<file path="src/rtl/avg_ctrl.sv">
// Sequencing controller for the 4-sample averager: clear, accumulate, latch and write each result.
// Optional ACCUM idle timeout is built only when AVG_CTRL_TIMEOUT_EN is defined.
module avg_ctrl #(
  parameter int ADDR_W  = 11,
  parameter int TIMEOUT = 255
) (
  input  logic              clk_2,
  input  logic              reset_n,
  input  logic              start,
  input  logic              abort,
  input  logic [ADDR_W-1:0] num_avg,
  input  logic              data_valid,
  output logic              data_ack,
  output logic              add_zero,
  output logic              zero_sel,
  output logic              reg_out,
  output logic              ram_wr,
  output logic [ADDR_W-1:0] ram_addr,
  output logic              busy,
  output logic              done,
  output logic              err
);

  localparam logic [2:0] S_IDLE  = 3'd0;
  localparam logic [2:0] S_CLEAR = 3'd1;
  localparam logic [2:0] S_ACCUM = 3'd2;
  localparam logic [2:0] S_LATCH = 3'd3;
  localparam logic [2:0] S_WRITE = 3'd4;
  localparam logic [2:0] S_DONE  = 3'd5;

  logic [2:0]        state_r;
  logic [2:0]        state_nxt_s;
  logic [1:0]        cnt_r;
  logic [ADDR_W-1:0] remaining_r;
  logic [ADDR_W-1:0] addr_r;
  logic              last_s;
  logic              tmo_s;

  assign last_s = (remaining_r == ADDR_W'(1));

`ifdef AVG_CTRL_TIMEOUT_EN
  localparam int TW = (TIMEOUT < 2) ? 1 : $clog2(TIMEOUT + 1);
  logic [TW-1:0] idle_cnt_r;
  logic          err_r;

  assign tmo_s = (state_r == S_ACCUM) && !data_valid && (idle_cnt_r == TW'(TIMEOUT - 1));
  assign err   = err_r;

  // Consecutive stall counter in ACCUM; any ack or leaving ACCUM restarts it
  always_ff @(posedge clk_2 or negedge reset_n) begin
    if (!reset_n) begin
      idle_cnt_r <= '0;
      err_r      <= 1'b0;
    end else begin
      err_r <= tmo_s;
      if (state_r != S_ACCUM || data_valid || tmo_s) begin
        idle_cnt_r <= '0;
      end else begin
        idle_cnt_r <= idle_cnt_r + TW'(1);
      end
    end
  end
`else
  assign tmo_s = 1'b0;
  assign err   = 1'b0;
`endif

  // Next-state logic; abort and timeout override everything outside IDLE
  always_comb begin
    state_nxt_s = state_r;
    case (state_r)
      S_IDLE: begin
        if (start) begin
          state_nxt_s = (num_avg != '0) ? S_CLEAR : S_DONE;
        end else begin
          state_nxt_s = S_IDLE;
        end
      end
      S_CLEAR: state_nxt_s = S_ACCUM;
      S_ACCUM: begin
        if (data_valid && cnt_r == 2'd3) begin
          state_nxt_s = S_LATCH;
        end else begin
          state_nxt_s = S_ACCUM;
        end
      end
      S_LATCH: state_nxt_s = S_WRITE;
      S_WRITE: state_nxt_s = last_s ? S_DONE : S_ACCUM;
      S_DONE:  state_nxt_s = S_IDLE;
      default: state_nxt_s = S_IDLE;
    endcase
    if (state_r != S_IDLE && (abort || tmo_s)) begin
      state_nxt_s = S_IDLE;
    end else begin
      state_nxt_s = state_nxt_s;
    end
  end

  // State, sample count, result count and write address
  always_ff @(posedge clk_2 or negedge reset_n) begin
    if (!reset_n) begin
      state_r     <= S_IDLE;
      cnt_r       <= 2'd0;
      remaining_r <= '0;
      addr_r      <= '0;
    end else begin
      state_r <= state_nxt_s;
      case (state_r)
        S_IDLE: begin
          if (start && num_avg != '0) begin
            remaining_r <= num_avg;
            addr_r      <= '0;
          end
        end
        S_CLEAR: cnt_r <= 2'd0;
        S_ACCUM: begin
          if (data_valid) begin
            cnt_r <= cnt_r + 2'd1;
          end
        end
        S_WRITE: begin
          // An aborted write never happened, so the address must not advance
          if (!abort) begin
            addr_r      <= addr_r + ADDR_W'(1);
            remaining_r <= remaining_r - ADDR_W'(1);
            cnt_r       <= 2'd0;
          end
        end
        default: cnt_r <= cnt_r;
      endcase
    end
  end

  assign busy     = (state_r != S_IDLE);
  assign data_ack = (state_r == S_ACCUM) && data_valid;
  assign add_zero = !data_ack;
  assign zero_sel = (state_r == S_CLEAR) || (state_r == S_WRITE && !last_s);
  assign reg_out  = (state_r == S_LATCH) && !abort;
  assign ram_wr   = (state_r == S_WRITE) && !abort;
  assign done     = (state_r == S_DONE) && !abort;
  assign ram_addr = addr_r;

endmodule

</file>
<file path="config.mk">
export PLATFORM = sky130hd
export DESIGN_NAME = avg_ctrl
export DESIGN_NICKNAME = d
export VERILOG_FILES = /design/src/rtl/avg_ctrl.sv
export SDC_FILE = /design/constraint.sdc
export NUM_CORES = 1
export LEC_CHECK = 0
export BUFFER_PORTS_ARGS = -buffer_cell sky130_fd_sc_hd__buf_2
export CAP_MARGIN = 5
export CORE_ASPECT_RATIO = 0.75
export CORE_MARGIN = 4
export CORE_UTILIZATION = 40
export CTS_BUF_LIST = sky130_fd_sc_hd__clkbuf_8 sky130_fd_sc_hd__clkbuf_16
export CTS_CLUSTER_SIZE = 24
export DETAILED_ROUTE_END_ITERATION = 7
export PLACE_DENSITY = 0.62
export SLEW_MARGIN = 20
export SYNTH_ARGS = -nofsm -noshare
export SYNTH_HDL_FRONTEND = slang
export SYNTH_SLANG_ARGS = --single-unit
</file>
<file path="constraint.sdc">
create_clock -name clk_2 -period 2.1 [get_ports clk_2]
set_input_delay 0.21 -clock clk_2 [delete_from_list [all_inputs] [get_ports clk_2]]
set_output_delay 0.21 -clock clk_2 [all_outputs]
set_load 0.02 [all_outputs]
</file>
==> results.json <==
{
  "clockRootBuffer": "clkbuf_8",
  "yosys.area.top_type_share": 0.3953,
  "cts_sinks": 27,
  "yosys_most_used_dff": "dfrtp_1",
  "place_congestion": 0.8675,
  "synthCells": 185,
  "drtIter0Drc": 138,
  "post-route-min-period_ns": 1.991,
  "ys_types": 52,
  "ios": 35,
  "setup_viol": 0,
  "row_count": 20,
  "hold_start": "abort",
  "die_w_um": 83.48,
  "numCtsBuffers": 3,
  "syn2layout_area_growth_pct": 18.89,
  "critPathRequiredTime_ns": 1.89,
  "core-area_um2": 4079,
  "final_antenna_net_count": 0,
  "gr-total-overflow": 0,
  "clockBufferDepth": 2,
  "critical_path_class": "flip-flop to output port",
  "synth_edf_count": 0,
  "antenna_cells": 0,
  "final_util": 0.4982,
  "first_pass_iters": 4,
  "drc_errors": 0,
  "rsz0062_at_grt": "no",
  "tightest_slew_ns": 0.6093,
  "yosys-top-cells-area": "dfrtp_1, a21oi_1, o21ai_0, ha_1, nor2_1",
  "synth.avg_cell_area_um2": 9.239,
  "period_share": 0.9481,
  "reg2reg_from": "state_r[0]",
  "r2r-end": "remaining_r[2]",
  "synth_area_leader_cell": "dfrtp_1",
  "status": "finished clean",
  "grtUsageTotal": 0.1570,
  "grt_pass1_vias": 1403,
  "reg2reg_depth": 6,
  "skew_ns": 0.005950,
  "cp.arrival_ns": 1.78,
  "vdd_drop_max_mv": 0.3910,
  "min_path_type": "primary input to flip-flop",
  "rrSetupSlack_ns": 0.17,
  "route.detailed.vias_per_inst": 5.618,
  "synth-seq-cells": 27,
  "die_area_um2": 5394,
  "layout_commonest_cell": "buf_2",
  "antenna_found_initial": 0,
  "final_cell_mix": "buf_2, dfrtp_1, buf_4",
  "start_util": 0.4190,
  "fin_nets": 246,
  "htreeDepth": 1,
  "cts_tree": "done",
  "fmax_mhz": 502.3,
  "synth_warnings": 0,
  "wire_per_inst_um": 14.50,
  "final_layout_size_suffix_gt1_frac": 0.2667,
  "slew_headroom": 0.5938,
  "num_vias": 1573,
  "tns_ns": 0,
  "cts.clk_slew.worst_paths_ns": 0.09,
  "yosysSeqAreaShare": 0.3953,
  "worstHoldEndpoint": "state_r[1]",
  "fillers": 398,
  "dp_hpwl_um": 3020,
  "critPathMaxFanout": 13,
  "powerDensity_nw_per_um2": 903.8,
  "grt_pass1_wl_um": 6920,
  "clk_latency_ns": 0.27,
  "grt_start_max_net_pins": 28,
  "final_max_slew_viol_count": 0,
  "finalHoldViolCount": 0,
  "synthArstFlopShare": 1.000,
  "port_buffers": 33,
  "min_path_cells": 2,
  "drv_cap": 0,
  "die_y_um": 64.61,
  "syn_nets": 205,
  "p_leak_nw": 0.9269,
  "drt-total-wl_um": 4061,
  "critPathLaunchType": "flip-flop",
  "end_kind": "output port",
  "synthesis.area_um2": 1709
}
## metal layers
metal	share of wire	vias to the layer above	GRT usage
li1	-	792	-
met1	0.50	729	0.2290
met2	0.43	50	0.2410
met3	0.066	2	0.03685
met4	0.0047	0	0.02610
met5	0	-	0
## cells in the mapped netlist (all sizes together) (3+ instances only)
cell	n
a21oi	12
a22oi	3
a31oi	5
buf	5
clkbuf	6
dfrtp	27
ha	4
inv	7
nand2	11
nand3	7
nand4	6
nor2	12
nor3b	4
nor4	5
o211ai	4
o21ai	12
o22ai	4
o2bb2ai	3
o31ai	4
or3	4
or3b	3
xor2	3
## flip-flops by register name, indices dropped and copies added, names as in the netlist
register / cells
remaining_r: 11
state_r: 3
cnt_r: 2
ram_addr: 11
## final cells by class
type	instances	area (um2)	share of cell area
multi-input cells	140	934.6	0.4600
flip-flops and latches	27	675.6	0.3325
repair buffers	47	272.8	0.1342
well taps	55	68.82	0.03387
clock buffers	3	41.29	0.02032
inverters	7	31.28	0.01539
clock inverters	1	7.507	0.003695
## cell families (layout without fill, tap and decap cells)
kind of cell / after synthesis / count (layout) / synth area share
flops: 27 / 27 / 0.3953
fa+ha+maj: 4 / 4 / 0.02928
mux: 3 / 3 / 0.01830
other cells: 1 / 1 / 0.002194
compound gates: 58 / 58 / 0.2262
buf+inv: 18 / 58 / 0.06003
xor+xnor: 3 / 3 / 0.01538
simple gates: 71 / 71 / 0.2533
## worst max-delay path, stage by stage, from the launching register on
cell,delay [ns]
dfrtp_1,0.39
or4b_4,0.62
inv_6,0.15
buf_4,0.18
buf_2,0.17
## report_power, final
part	switching (W)	internal [W]
Clock	0.000164	0.000135
Sequential	0.000149	0.000652
Combinational	0.000406	0.000331
Total	0.000719	0.00112
## through the flow
step                      std cells  hold WS (ns)  total power, W  instance area, um2  worst slack, ns
after floorplan                 185      -0.08559        0.001278                1709           0.1822
after global placement          275        0.2568        0.001540                1969           0.1142
after detailed placement        275        0.2688        0.001538                1969           0.1096
after CTS                       280        0.1821        0.001849                2032          0.09361
after global routing            280        0.2044        0.001984                2032         0.002653
final                           280        0.1967        0.001836                2032           0.1090
## how the worst max path moves through the flow
stage	from	endpoint	slack, ns	cells after the start
3_5_place_dp	state_r[0]	remaining_r[1]	0.11	5
3_3_place_gp	state_r[0]	remaining_r[2]	0.11	6
2_1_floorplan	state_r[0]	remaining_r[1]	0.18	5
4_1_cts	state_r[0]	ram_wr	0.09	4
5_1_grt	state_r[0]	remaining_r[2]	0.003	6
6_report	state_r[0]	ram_wr	0.11	4
## what timing repair did
action / CTS / global route
endpoints found under the setup margin: 1 / 1
buffers inserted: 0 / 0
pin swaps: 0 / 1
hold buffers: 1 / 0
endpoints found under the hold margin: 27 / 0
gates resized for setup: 1 / 0
(Power assumes the default switching activity.)
